===== src/rtl/street_queue.sv =====
// ---------------------------------------------------------------------------
// street_queue : saturating car queue with a green-time departure timer
// Rev 1.0
// ---------------------------------------------------------------------------
`default_nettype none

module street_queue #(
  parameter int QW          = 4,
  parameter int PASS_CYCLES = 3
) (
  input  logic          clk,
  input  logic          reset,
  input  logic          arrive,
  input  logic          green,
  output logic [QW-1:0] count,
  output logic          sensor,
  output logic          ovf
);

  localparam logic [QW-1:0] FULL      = '1;
  localparam logic [7:0]    LAST_TICK = 8'(PASS_CYCLES - 1);

  logic [QW-1:0] r_count;
  logic [7:0]    r_timer;
  logic          r_ovf;
  logic          w_active;
  logic          w_depart;

  assign w_active = green && (r_count != '0);
  assign w_depart = w_active && (r_timer == LAST_TICK);

  always_ff @(posedge clk or posedge reset) begin
    if (reset) begin
      r_count <= '0;
      r_timer <= '0;
      r_ovf   <= 1'b0;
    end else begin
      // Timer only advances while a car is actually being served.
      if (w_active && !w_depart)
        r_timer <= r_timer + 8'd1;
      else
        r_timer <= '0;

      if (arrive && !w_depart) begin
        if (r_count == FULL)
          r_ovf <= 1'b1;
        else
          r_count <= r_count + QW'(1);
      end else if (!arrive && w_depart) begin
        r_count <= r_count - QW'(1);
      end
    end
  end

  assign count  = r_count;
  assign sensor = (r_count != '0);
  assign ovf    = r_ovf;

endmodule

`default_nettype wire


===== config.mk =====
export PLATFORM = sky130hd
export DESIGN_NAME = street_queue
export DESIGN_NICKNAME = d
export VERILOG_FILES = /design/src/rtl/street_queue.sv
export SDC_FILE = /design/constraint.sdc
export NUM_CORES = 1
export LEC_CHECK = 0
export ABC_AREA = 0
export BUFFER_PORTS_ARGS = -buffer_cell sky130_fd_sc_hd__buf_2
export CAP_MARGIN = 20
export CORE_MARGIN = 2
export CORE_UTILIZATION = 30
export DETAILED_ROUTE_END_ITERATION = 8
export SETUP_SLACK_MARGIN = 0.5
export SLEW_MARGIN = 0
export SYNTH_ARGS = -nofsm -noshare
export SYNTH_HDL_FRONTEND = slang
export SYNTH_SLANG_ARGS = --single-unit
export TNS_END_PERCENT = 5

===== constraint.sdc =====
create_clock -name clk -period 2.5 [get_ports clk]
set_clock_uncertainty 0.05 [all_clocks]
set_input_delay 0.125 -clock clk [delete_from_list [all_inputs] [get_ports clk]]
set_output_delay 0.125 -clock clk [all_outputs]
set_load 0.005 [all_outputs]

==> run summary, run 1 <==
Final setup fails -> 0
FMAX -> 440 MHz
Initial DRC Count -> 1
Power share of the clock group -> 0.138
Vias -> 531
H-tree levels -> 1
DR pass1 iterations -> 2
Fin nets -> 97
Register bit count reported by yosys -> 13
Internal power -> 606 uW
Switching power summed over all nets -> 329 uW
Worst min-delay path category -> in -> reg
Slew @ Worst Pin -> 0.525 ns
Synth top area cells -> dfrtp_1 (45%), xor2_1 (7.3%), ha_1 (7.0%)
Synthesized area per cell -> 11.5 um^2
Crit. End Element -> flop
Cell area after layout -> 962 um^2
Setup slack after layout -> 0.230 ns
Core area -> 0.00223 mm^2
Post-Route WL -> 1.36 mm
Share of cells above drive strength 1 -> 0.391
Placed cell areas -> 855 um^2
Arrival time at the worst endpoint -> 2.42 ns
CP max FO -> 4
Vias in the first global route -> 531
First-pass GRT wire length -> 2.32 mm
Worst-skew pair later-pin latency -> 0.27 ns
FP Rows -> 17
TritonCTS clock tree -> built
Seq pwr share -> 0.350
Number of buffers created by CTS -> 3
Avg WL per Cell -> 11.8 um
Peak VDD IR -> 0.474 mV
Post-synthesis sequential area ratio -> 0.455
Fin crit period -> 2.27 ns
Comb pwr share -> 0.512
Synth unique cells -> 24
Final GP Congestion -> 0.736
Post-Syn Instances -> 62
Total Die Area -> 0.00279 mm^2
# IOs -> 10
Setup TNS Final -> 0 ns
Tot Pwr -> 935 uW
Most frequent cells in the layout -> dfrtp_1 (12), buf_4 (11), buf_2 (9)
Initial Util -> 0.320
Synth Cell Area -> 716 um^2
Initial antenna violation count -> 0
Number of routed nets with antenna violations -> 0
YS warnings -> 0
Port Buffers -> 9
Crit path launch type -> flop
CTS Sinks -> 13
Fin util -> 0.431
Max clock buf depth -> 2
CTS root buf -> clkbuf_4
Largest net degree at the start of global routing -> 14
Leak Pwr -> 0.000447 uW
Filler cells -> 216
Clock-pin slew on the worst setup and hold paths -> 0.08 ns
Sw Ratio -> 0.352
Total grt overflow -> 0
Worst slew margin -> 0.650
Drc violations -> 0
Syn_nets -> 71
Final number of hold-violating endpoints -> 0
Critical Path RT -> 2.65 ns
Die height -> 52.8 um
N_diodes -> 0
RSZ-0062 raised after global routing -> yes
PwrDens -> 971 mW/mm^2
Final Max Tran Viols -> 0
Max Cap Viol -> 0
Layout area overhead -> 34.4%
Total Routing Usage GR -> 0.118
Top cell type's share of synthesized area -> 0.455
Setup WS pre-CTS -> 0.0927 ns
Most common cell after layout, fill and taps aside -> dfrtp_1
Yosys top cell by area -> dfrtp_1
Final worst-path cycle share -> 0.908
Die Wd -> 52.8 um
Worst setup path class -> reg -> reg
Status -> completed
Hpwl dp -> 976 um
Vias/cell -> 4.62
power by group through the flow:
stage	clock, uW	sequential, uW	combinational (uW)
floorplan	0	350	226
global placement	0	336	395
detailed placement	0	337	403
CTS	139	329	455
global route	144	335	548
finish	129	327	479
critical path: stages (launching register included):
cell and delay (ns):
dfrtp_1 0.38, or4_4 0.56, nand4_4 0.10, nand2_4 0.08, ha_4 0.23, and3_4 0.16, or3_1 0.33, mux2i_1 0.16
xor2_1 0.15
flip-flops by register name (all words and copies together) (netlist names):
signal   cells
count        4
r_timer      8
ovf          1
synth_stat cells:
master and count:
dfrtp_1 13, nor2_1 7, xor2_1 6, ha_1 4, nand2_1 4, and3_1 3
nand3_1 3, xnor2_1 3, inv_1 2, mux2_1 2, nand4_1 2, a21o_1 1
and2_1 1, and3_2 1, fa_1 1, mux2i_1 1, mux2i_2 1, nand4_4 1
nor3_2 1, nor4b_2 1, o211ai_1 1, o21bai_1 1, or3_1 1, or4_4 1
through the flow:
stage	cells	hold slack (ns)
4_1_cts	113	0.103
5_1_grt	115	0.124
2_1_floorplan	62	-0.0481
3_5_place_dp	104	0.151
6_report	115	0.120
3_3_place_gp	104	0.134
worst paths after layout:
| kind | end | depth (start not counted) | from | slack, ns |
|---|---|---|---|---|
| min in group asynchronous | r_timer[7]$_DFF_PP0_ | 3 | reset | 0.37 |
| worst min register to register | ovf$_DFFE_PP0P_ | 1 | ovf$_DFFE_PP0P_ | 0.45 |
| max in group asynchronous | count[0]$_DFFE_PP0P_ | 3 | reset | 1.65 |
| worst max-delay path | count[3]$_DFFE_PP0P_ | 8 | count[1]$_DFFE_PP0P_ | 0.23 |
| worst max register to register | count[3]$_DFFE_PP0P_ | 8 | count[1]$_DFFE_PP0P_ | 0.23 |
| worst min-delay path | r_timer[3]$_DFF_PP0_ | 2 | green | 0.12 |
final cells by class:
type	instances	area [um^2]	area share
clock buffer	4	26.3	0.0273
inverter	2	7.51	0.00780
multi-input combinational	47	429	0.446
sequential	13	327	0.339
tap	28	35.0	0.0364
timing repair buffer	21	138	0.143
logic make-up (layout without fill, tap and decap cells):
group,count (synthesis),after routing,synth area share
AND/OR/NAND/NOR,26,26,0.231
flip-flops,13,13,0.455
adder cells (fa/ha/maj),5,5,0.0979
AO/OA/AOI/OAI,3,3,0.0315
buffers and inverters,2,27,0.0105
multiplexers,4,4,0.0647
XOR/XNOR,9,9,0.110
layer usage:
layer	up-vias	global-route usage	routed length, um
met1	257	0.162	692
met2	6	0.177	630
li1	268	-	-
met5	-	0	0
met3	0	0.0257	40
met4	0	0.0513	0
what timing repair did:
| item | CTS | global route |
|---|---|---|
| endpoints found under the setup margin | 3 | 3 |
| pin swaps | 4 | 2 |
| buffers inserted | 4 | 2 |
| hold endpoints to repair | 13 | 0 |
| resized for setup | 2 | 1 |
| hold buffers | 1 | 0 |
No activity file was read; power rests on OpenSTA's default activity.
==> inputs of run 2 (changes only) <==
- PLACE_DENSITY_LB_ADDON: not set -> 0.3
==> run summary, run 2 (synthesis gave the netlist of run 1 again) <==
Peak VDD IR -> 0.400 mV (-16%)
CP Buf/Inv Count -> 0 (unchanged)
FMAX -> 428 MHz (-2.8%)
Flop2flop setup slack -> 0.16 ns (-0.07 ns)
TritonCTS clock tree -> built
Slew @ Worst Pin -> 0.518 ns (-0.00705 ns)
Arrival time at the worst endpoint -> 2.49 ns (+0.07 ns)
PwrDens -> 965 mW/mm^2 (-0.68%)
CTS root buf -> clkbuf_4
Storage element area -> 327 um^2 (unchanged)
Initial DRC Count -> 4 (+3)
Core area -> 0.00223 mm^2 (unchanged)
Status -> completed
Initial Util -> 0.320 (unchanged)
Most Crowded Layer GR -> met2
Met2 usage -> 0.179 (+0.00208)
Cell family with most CP delay -> simple AND/OR/NAND/NOR gates
Vias -> 523 (-1.5%)
Die Wd -> 52.8 um (unchanged)
Crit. End Element -> flop
Final number of hold-violating endpoints -> 0 (unchanged)
Drc violations -> 0 (unchanged)
CTS Sinks -> 13 (unchanged)
Vias/cell -> 4.55 (-1.5%)
Largest Register -> r_timer
Vias in the first global route -> 499 (-6.0%)
Filler cells -> 223 (+3.2%)
Post-Route WL -> 1.39 mm (+2.0%)
Worst R2R Start -> count[2]$_DFFE_PP0P_
CP cell instances -> or4_4 > nand4_4 > nand2_4 > ha_1 > and3_4 > or3_1 > mux2i_1 > xor2_1
Capturing point of the worst reg2reg path -> count[3]$_DFFE_PP0P_
Most frequent cells in the layout -> dfrtp_1 (12), buf_4 (11), buf_2 (9)
CP max FO -> 4 (unchanged)
Layout area overhead -> 32.9%
Final setup fails -> 0 (unchanged)
Most common cell after layout, fill and taps aside -> dfrtp_1
H-tree levels -> 1 (unchanged)
# IOs -> 10 (unchanged)
Crit path launch type -> flop
Max reg flops -> 8 (unchanged)
WHS Endpoint -> r_timer[3]$_DFF_PP0_
Hold WS -> 0.111 ns (-0.00990 ns)
Reg2Reg Depth -> 8 (unchanged)
Hold depth -> 2 (unchanged)
Share of cells above drive strength 1 -> 0.391 (unchanged)
Hpwl dp -> 1.02 mm (+4.2%)
Avg WL per Cell -> 12.1 um (+2.0%)
Worst setup path class -> reg -> reg
Met1 Usage GRT -> 0.163 (+0.00119)
Leak Pwr -> 0.000449 uW (+0.38%)
Final Max Tran Viols -> 0 (unchanged)
Die height -> 52.8 um (unchanged)
Worst slew margin -> 0.654 (+0.00471)
Multi-input gate area -> 417 um^2 (-2.9%)
Initial antenna violation count -> 0 (unchanged)
Number of buffers created by CTS -> 3 (unchanged)
RSZ-0062 raised after global routing -> yes
Final worst-path cycle share -> 0.934 (+0.0263)
Fin crit period -> 2.34 ns (+0.0658 ns)
CP max stage cell -> or4_4
Largest net degree at the start of global routing -> 14 (unchanged)
Final GP Congestion -> 0.761 (+3.5%)
Port Buffers -> 9 (unchanged)
Post-Place Cells -> 103 (-0.96%)
Total grt overflow -> 0 (unchanged)
First-pass GRT wire length -> 2.39 mm (+3.3%)
Setup TNS Final -> 0 ns (unchanged)
FP Rows -> 17 (unchanged)
Fin nets -> 97 (unchanged)
Number of routed nets with antenna violations -> 0 (unchanged)
Total Die Area -> 0.00279 mm^2 (unchanged)
DR pass1 iterations -> 3 (+1)
N_diodes -> 0 (unchanged)
Hold wc startpoint -> green
Max Cap Viol -> 0 (unchanged)
Max incr delay on CP -> 0.56 ns (about the same)
Grt met3 use -> 0.0543 (+0.0286)
Worst-skew pair later-pin latency -> 0.28 ns (about the same)
Max clock buf depth -> 2 (unchanged)
Final cell count without fillers -> 115 (unchanged)
Total Routing Usage GR -> 0.120 (+0.00165)
Worst min-delay path category -> in -> reg
Clock-pin slew on the worst setup and hold paths -> 0.09 ns (about the same)
Critical Path RT -> 2.65 ns (about the same)
[run 2: cell types whose count changed in the layout (fill, tap and decap cells not counted)]
| cell | change |
|---|---|
| clkbuf_1 | -1 |
| clkinv_2 | +1 |
| ha_1 | +1 |
| ha_4 | -1 |
[run 2: worst max-delay path by stage]
stage                                 endpoint  cells past startpoint            startpoint  slack (ns)
after global placement    count[3]$_DFFE_PP0P_                     10  r_timer[0]$_DFF_PP0_        0.10
after CTS                 count[3]$_DFFE_PP0P_                      8  count[2]$_DFFE_PP0P_        0.18
after detailed placement  count[3]$_DFFE_PP0P_                      9  r_timer[1]$_DFF_PP0_        0.06
final                     count[3]$_DFFE_PP0P_                      8  count[2]$_DFFE_PP0P_        0.16
after floorplan           count[3]$_DFFE_PP0P_                      8  count[2]$_DFFE_PP0P_        0.14
after global routing      count[3]$_DFFE_PP0P_                     10  r_timer[0]$_DFF_PP0_        0.08
[run 2: power breakdown]
group          internal [uW]  leakage, uW  total, uW  switching [uW]
logic                    256     0.000266        460             204
registers                274     0.000165        325            51.4
clock network           59.3    0.0000177        133            73.4
[run 2: metal layers]
layer | wire, um | share of wire
met5 | 0 | 0
met4 | 0 | 0
met3 | 69 | 0.050
met2 | 647 | 0.47
met1 | 672 | 0.48
[run 2: timing repair]
item | in CTS | in global routing
hold buffers | 1 | 0
hold endpoints to repair | 13 | 0
setup buffers | 4 | 3
setup endpoints to repair | 3 | 3
pin swaps | 5 | 2
gates cloned | 0 | 0
resized for setup | 2 | 0
[run 2: cell type report]
| type | count | share of cell area |
|---|---|---|
| Timing Repair Buffer | 21 | 0.145 |
| Multi-Input combinational cell | 47 | 0.438 |
| Tap cell | 28 | 0.0368 |
| Clock inverter | 1 | 0.00526 |
| Clock buffer | 3 | 0.0237 |
| Inverter | 2 | 0.00789 |
| Sequential cell | 13 | 0.343 |
[run 2: through the flow]
step           instance area, um^2  worst slack (ns)   util  total power, uW
2_1_floorplan                  737             0.142      -              576
3_3_place_gp                   847             0.102  0.379              731
3_5_place_dp                   847            0.0601  0.379              737
4_1_cts                        928             0.181  0.416              911
5_1_grt                        951            0.0752  0.426             1000
6_report                       951             0.164  0.426              917
